**src/rtl/wb_timer_pkg.sv**
```systemverilog
// Shared register map and control-bit layout for the Wishbone timer/PWM block.
package wb_timer_pkg;

  localparam logic [2:0] REG_CTRL  = 3'd0;
  localparam logic [2:0] REG_PSC   = 3'd1;
  localparam logic [2:0] REG_LOAD  = 3'd2;
  localparam logic [2:0] REG_COUNT = 3'd3;
  localparam logic [2:0] REG_STAT  = 3'd4;
  localparam logic [2:0] REG_DUTY  = 3'd5;

  localparam int CTRL_EN      = 0;
  localparam int CTRL_ONESHOT = 1;
  localparam int CTRL_IRQ_EN  = 2;
  localparam int CTRL_PWM_EN  = 3;
  localparam int CTRL_WD      = 4;

  localparam int STAT_TO = 0;

  // Expands Wishbone byte selects into a 32-bit bit mask.
  function automatic logic [31:0] byte_mask(input logic [3:0] sel);
    logic [31:0] m;
    m = '0;
    for (int b = 0; b < 4; b++) begin
      if (sel[b]) m[8*b +: 8] = 8'hFF;
    end
    return m;
  endfunction

endpackage

```
**src/rtl/wb_timer_prescaler.sv**
```systemverilog
// Prescaler: counts 0..psc_i while enabled and emits a one-clock tick on the
// terminal value; held at zero while disabled or cleared.
module wb_timer_prescaler #(
  parameter int PSC_WD = 16
) (
  input  logic              clk_i,
  input  logic              rst_ni,
  input  logic              en_i,
  input  logic              clear_i,
  input  logic [PSC_WD-1:0] psc_i,
  output logic              tick_o
);

  logic [PSC_WD-1:0] cnt_q, cnt_d;

  assign tick_o = en_i & (cnt_q == psc_i);

  always_comb begin
    cnt_d = cnt_q + PSC_WD'(1);
    if (!en_i || clear_i || tick_o) cnt_d = '0;
  end

  always_ff @(posedge clk_i or negedge rst_ni) begin
    if (!rst_ni) cnt_q <= '0;
    else         cnt_q <= cnt_d;
  end

endmodule

```
**src/rtl/wb_timer_pwm.sv**
```systemverilog
// Wishbone timer with prescaled down-counter, sticky timeout IRQ and optional
// PWM output (enabled by defining WB_TIMER_PWM_EN).
module wb_timer_pwm
  import wb_timer_pkg::*;
#(
  parameter int CNT_WD = 32,
  parameter int PSC_WD = 16
) (
  input  logic        wb_clk_i,
  input  logic        wb_rst_ni,
  input  logic        wb_cyc_i,
  input  logic        wb_stb_i,
  input  logic        wb_we_i,
  input  logic [2:0]  wb_adr_i,
  input  logic [3:0]  wb_sel_i,
  input  logic [31:0] wb_dat_i,
  output logic [31:0] wb_dat_o,
  output logic        wb_ack_o,
  output logic        irq_o,
  output logic        pwm_o
);

`ifdef WB_TIMER_PWM_EN
  localparam logic [CTRL_WD-1:0] CTRL_MASK = '1;
`else
  localparam logic [CTRL_WD-1:0] CTRL_MASK = ~(CTRL_WD'(1) << CTRL_PWM_EN);
`endif

  logic               ack_q, ack_d;
  logic [31:0]        dat_q, dat_d;
  logic [CTRL_WD-1:0] ctrl_q, ctrl_d, ctrl_wv;
  logic [PSC_WD-1:0]  psc_q, psc_d;
  logic [CNT_WD-1:0]  load_q, load_d, load_wv;
  logic [CNT_WD-1:0]  count_q, count_d;
  logic               to_q, to_d;
  logic               irq_q, irq_d;
  logic               pwm_q, pwm_d;
`ifdef WB_TIMER_PWM_EN
  logic [CNT_WD-1:0]  duty_q, duty_d;
`endif

  logic        req, wr, rd, tick, timeout, psc_clr;
  logic [31:0] wmask, rdata;

  assign req   = wb_cyc_i & wb_stb_i & ~ack_q;
  assign wr    = req & wb_we_i;
  assign rd    = req & ~wb_we_i;
  assign wmask = byte_mask(wb_sel_i);

  assign ctrl_wv = ((ctrl_q & ~wmask[CTRL_WD-1:0]) | (wb_dat_i[CTRL_WD-1:0] & wmask[CTRL_WD-1:0]))
                   & CTRL_MASK;
  assign load_wv = (load_q & ~wmask[CNT_WD-1:0]) | (wb_dat_i[CNT_WD-1:0] & wmask[CNT_WD-1:0]);

  // Prescaler restarts from zero whenever software turns EN on.
  assign psc_clr = wr && (wb_adr_i == REG_CTRL) && !ctrl_q[CTRL_EN] && ctrl_wv[CTRL_EN];

  wb_timer_prescaler #(.PSC_WD(PSC_WD)) u_psc (
    .clk_i   (wb_clk_i),
    .rst_ni  (wb_rst_ni),
    .en_i    (ctrl_q[CTRL_EN]),
    .clear_i (psc_clr),
    .psc_i   (psc_q),
    .tick_o  (tick)
  );

  assign timeout = tick && (count_q == '0);

  always_comb begin
    rdata = '0;
    case (wb_adr_i)
      REG_CTRL:  rdata = 32'(ctrl_q);
      REG_PSC:   rdata = 32'(psc_q);
      REG_LOAD:  rdata = 32'(load_q);
      REG_COUNT: rdata = 32'(count_q);
      REG_STAT:  rdata[STAT_TO] = to_q;
`ifdef WB_TIMER_PWM_EN
      REG_DUTY:  rdata = 32'(duty_q);
`endif
      default:   rdata = '0;
    endcase
  end

  always_comb begin
    ack_d = req;
    dat_d = rd ? rdata : dat_q;

    // A bus write to CTRL overrides the one-shot auto-clear of EN.
    ctrl_d = ctrl_q;
    if (timeout && ctrl_q[CTRL_ONESHOT]) ctrl_d[CTRL_EN] = 1'b0;
    if (wr && wb_adr_i == REG_CTRL) ctrl_d = ctrl_wv;

    psc_d = psc_q;
    if (wr && wb_adr_i == REG_PSC)
      psc_d = (psc_q & ~wmask[PSC_WD-1:0]) | (wb_dat_i[PSC_WD-1:0] & wmask[PSC_WD-1:0]);

    load_d = load_q;
    if (wr && wb_adr_i == REG_LOAD) load_d = load_wv;

    // Reload uses the old LOAD, so a write while running lands at the next wrap.
    count_d = count_q;
    if (tick)
      count_d = (count_q == '0) ? load_q : count_q - CNT_WD'(1);
    else if (wr && wb_adr_i == REG_LOAD && !ctrl_q[CTRL_EN])
      count_d = load_wv;

    to_d = to_q;
    if (wr && wb_adr_i == REG_STAT && wb_sel_i[0] && wb_dat_i[STAT_TO]) to_d = 1'b0;
    if (timeout) to_d = 1'b1;

    irq_d = to_q & ctrl_q[CTRL_IRQ_EN];

`ifdef WB_TIMER_PWM_EN
    duty_d = duty_q;
    if (wr && wb_adr_i == REG_DUTY)
      duty_d = (duty_q & ~wmask[CNT_WD-1:0]) | (wb_dat_i[CNT_WD-1:0] & wmask[CNT_WD-1:0]);
    pwm_d = ctrl_q[CTRL_EN] & ctrl_q[CTRL_PWM_EN] & (count_q < duty_q);
`else
    pwm_d = 1'b0;
`endif
  end

  always_ff @(posedge wb_clk_i or negedge wb_rst_ni) begin
    if (!wb_rst_ni) begin
      ack_q   <= 1'b0;
      dat_q   <= '0;
      ctrl_q  <= '0;
      psc_q   <= '0;
      load_q  <= '0;
      count_q <= '0;
      to_q    <= 1'b0;
      irq_q   <= 1'b0;
      pwm_q   <= 1'b0;
`ifdef WB_TIMER_PWM_EN
      duty_q  <= '0;
`endif
    end else begin
      ack_q   <= ack_d;
      dat_q   <= dat_d;
      ctrl_q  <= ctrl_d;
      psc_q   <= psc_d;
      load_q  <= load_d;
      count_q <= count_d;
      to_q    <= to_d;
      irq_q   <= irq_d;
      pwm_q   <= pwm_d;
`ifdef WB_TIMER_PWM_EN
      duty_q  <= duty_d;
`endif
    end
  end

  assign wb_ack_o = ack_q;
  assign wb_dat_o = dat_q;
  assign irq_o    = irq_q;
  assign pwm_o    = pwm_q;

endmodule

```
**config.mk**
```make
export PLATFORM = sky130hd
export DESIGN_NAME = wb_timer_pwm
export DESIGN_NICKNAME = d
export VERILOG_FILES = /design/src/rtl/wb_timer_pkg.sv /design/src/rtl/wb_timer_prescaler.sv /design/src/rtl/wb_timer_pwm.sv
export SDC_FILE = /design/constraint.sdc
export NUM_CORES = 1
export LEC_CHECK = 0
export ABC_AREA = 1
export CORE_ASPECT_RATIO = 1.25
export CORE_MARGIN = 2
export CORE_UTILIZATION = 40
export CTS_BUF_LIST = sky130_fd_sc_hd__clkbuf_8
export CTS_CLUSTER_DIAMETER = 50
export CTS_CLUSTER_SIZE = 8
export DETAILED_ROUTE_END_ITERATION = 12
export GPL_TIMING_DRIVEN = 0
export MAX_ROUTING_LAYER = met4
export SETUP_SLACK_MARGIN = 0.2
export SYNTH_ARGS = -nofsm -noshare
export SYNTH_HDL_FRONTEND = slang
export SYNTH_SLANG_ARGS = --single-unit
```
**constraint.sdc**
```tcl
create_clock -name wb_clk_i -period 1.5 [get_ports wb_clk_i]
set_input_delay 0.3 -clock wb_clk_i [delete_from_list [all_inputs] [get_ports wb_clk_i]]
set_output_delay 0.3 -clock wb_clk_i [all_outputs]
set_load 0.005 [all_outputs]
```
==> flow_summary_export.csv <==
group,metric,value,unit
outcome,status,"finished with violations",
outcome,violations,"setup timing",
timing,max_freq,0.561,GHz
timing,fin_crit_sh,119,%
synth,syn_nets,1261,
critical_path,critPathTopFamily,"simple AND/OR/NAND/NOR gates",
placement,dp.final_hpwl,22100,um
final_layout,design_area,13000,um2
job,drv_cap,0,
route,finalWirelength,33400,um
timing,finalCriticalPeriod,1780,ps
critical_path,cp_max_fo,10,
die,fp.dieW,134,um
timing,hold_violations,0,
final_layout,fin_util,62.3,%
route,routed_via_density,5.30,
timing,slew_viol_final,0,
timing,worst_slack,-283,ps
min_path,min_path_type,"in -> async",
synth,synth-main-ff-cell,"dfrtp_1",
critical_path,cp_num_buf_inv,4,
cts,max-clock-path-buffers,2,
final_layout,diodes,0,
route,wl_met2,17500,um
route,firstDrtPassIters,5,
cts,htreeDepth,4,
synth,synthesis.area,8510,um2
timing,max_slew.worst_pin.slew,517,ps
final_layout,drive_above_1_share,40.7,%
die,ioPinCount,79,
critical_path,critPathLaunchType,"flop",
die,core,20800,um2
final_layout,nets,1512,
pwr,powerDensity,880,nW/um2
synth,syn_area_per_cell,7.01,um2
cts,clk_pin_slew,80,ps
global_route,antenna_found_initial,0,
timing,rsz0062_at_grt,"yes",
global_route,grt_pass1_wl,50400,um
route,route.met3.wl,1410,um
cts,clk_latency,480,ps
final_layout,final_cells,1752,
placement,gp_congestion,0.943,
timing,setup_violations,122,
synth,ys_seq_area_share,39.4,%
critical_path,cp.arrival,2180,ps
route,antenna_left,0,
route,wl_per_cell,19.1,um
critical_path,end_kind,"flop",
die,die-area,22500,um2
pwr,power.leakage,5.96,nW
placement,dp.cells,1564,
synth,ys_ff_latch,134,
placement,port_buffers,75,
cts,cts_tree,"yes",
synth,synthCells,1214,
die,start_util,40.9,%
placement,dpl_cell_area,10000,um2
route,route.vias.total,9292,
critical_path,slowest_stage,"dfrtp_1",
cts,cts_made_buffers,17,
timing,setup-tns-final,-19960,ps
critical_path,critPathKind,"reg -> reg",
critical_path,crit_chain,"buf_6, buf_4, buf_6, xnor2_2, nand2_1, nor2_1, nand2_2, nor2_4, nor2_4, inv_4, nor3b_2",
global_route,grt.total_usage,30.2,%
final_layout,syn_to_final_growth,52.4,%
pwr,finalPower,11.4,mW
synth,synth_edf_count,0,
global_route,overflow,0,
critical_path,worstPathRequired,1890,ps
critical_path,ff2ff_setup_slack,-280,ps
route,drtIter0Drc,632,
route,wl_met1,12500,um
timing,slew_headroom,65.5,%
route,top_layer_used,"met4",
synth,yosysWarnings,0,
critical_path,max_stage_delay,380,ps
cts,cts_root_buf,"clkbuf_8",
timing,skew,13.7,ps
cts,cts.sinks,134,
pwr,vdd_drop_max,0.000551,V
final_layout,n_fill_cell,1883,
synth,synthArstFlopShare,100,%
global_route,grt_max_degree,90,
route,drc,0,
global_route,grt_pass1_vias,9260,
synth,synth_cell_types,42,
die,die_height,167,um
die,rows,59,
-- metal layers --
layer  track usage (%)  vias to the layer above
met1              32.0                     4460
li1                  -                     4443
met2              53.9                      279
met4              14.8                        0
met5                 -                        -
met3              4.96                      110
-- cell type report --
type	count	area, um2	share of cell area, %
Inverter	147	592	4.56
Multi-Input combinational cell	892	5520	42.6
Clock inverter	11	146	1.13
Sequential cell	134	3390	26.1
Buffer	41	490	3.78
Clock buffer	21	289	2.23
Timing Repair Buffer	232	2200	16.9
Tap cell	274	343	2.64
-- stage by stage --
stage	hold WS [ps]	setup slack, ps
CTS	336	-211
global placement	475	-5670
detailed placement	268	-967
floorplan	4.41	6.32
global route	367	-347
finish	329	-283
-- report_power, final --
group	switching [mW]	leakage [nW]	internal (mW)
registers	0.556	1.60	4.19
logic	1.71	4.15	1.53
clock network	1.60	0.218	1.82
total	3.87	5.96	7.54
-- cells in the mapped netlist, drive strengths merged, types with 2 or more instances --
master   number  share of area [%]
clkbuf       17               0.75
o31ai         6               0.53
nand3        72                4.4
o22ai        16                1.2
o21a          3               0.26
o221ai        9               0.93
nor2        159                7.9
o21ai       107                6.3
dfrtp       134                 39
o211ai        7               0.62
xnor2         5               0.51
inv         146                6.4
mux2         32                4.2
nand4        16                1.2
nand2       377                 17
ha            3               0.44
buf          24                2.0
nor3         22                1.8
o2111ai       2               0.21
a21oi        40                2.4
xor2         10                1.0
-- worst reg2reg max path, stage by stage (launching register included) --
cell     delay [ps]
dfrtp_1         380
buf_6           130
buf_4           130
buf_6           120
xnor2_2         130
nand2_1          70
nor2_1           50
nand2_2          70
nor2_4           50
nor2_4          260
inv_4           130
nor3b_2         190
-- kinds of logic after synthesis --
group | count (synthesis) | share of synthesized area (%)
fa+ha+maj | 3 | 0.441
other cells | 1 | 0.0441
simple gates | 648 | 32.4
flops | 134 | 39.4
compound gates | 192 | 12.6
mux | 33 | 4.35
xor+xnor | 15 | 1.54
buf+inv | 188 | 9.25
-- repair_timing --
action | CTS | global route
hold buffers | 1 | 0
buffers inserted | 100 | 40
setup endpoints to repair | 166 | 200
cloned | 10 | 5
pin swaps | 47 | 40
resized for setup | 409 | 162
endpoints found under the hold margin | 45 | 0
-- layout by cell type, fill, tap and decap left out, types with 27 or more instances in the layout --
master / count
inv_1: 108
nand2_1: 292
nor2_1: 80
mux2_4: 31
clkdlybuf4s50_1: 37
buf_2: 37
inv_2: 27
dfrtp_2: 29
nand2_2: 71
buf_4: 116
dfrtp_1: 105
buf_6: 30
o21ai_0: 56
nor2_4: 41
o21ai_1: 38
nor2_2: 37
nand3_1: 48
-- path summary, 6_finish.rpt --
path                                          start                   endpoint  cells past startpoint
setup / recovery           u_psc.cnt_q[6]$_DFF_PN0_  u_psc.cnt_q[12]$_DFF_PN0_                     11
hold / removal                            wb_rst_ni   wb_dat_o[27]$_DFFE_PN0P_                      2
setup reg to reg           u_psc.cnt_q[6]$_DFF_PN0_  u_psc.cnt_q[12]$_DFF_PN0_                     11
hold reg to reg                                flop            irq_o$_DFF_PN0_                      2
max in group asynchronous                 wb_rst_ni  u_psc.cnt_q[13]$_DFF_PN0_                      3
min in group wb_clk_i                   wb_sel_i[1]     load_q[10]$_DFFE_PN0P_                      5
(Power assumes the default switching activity.)
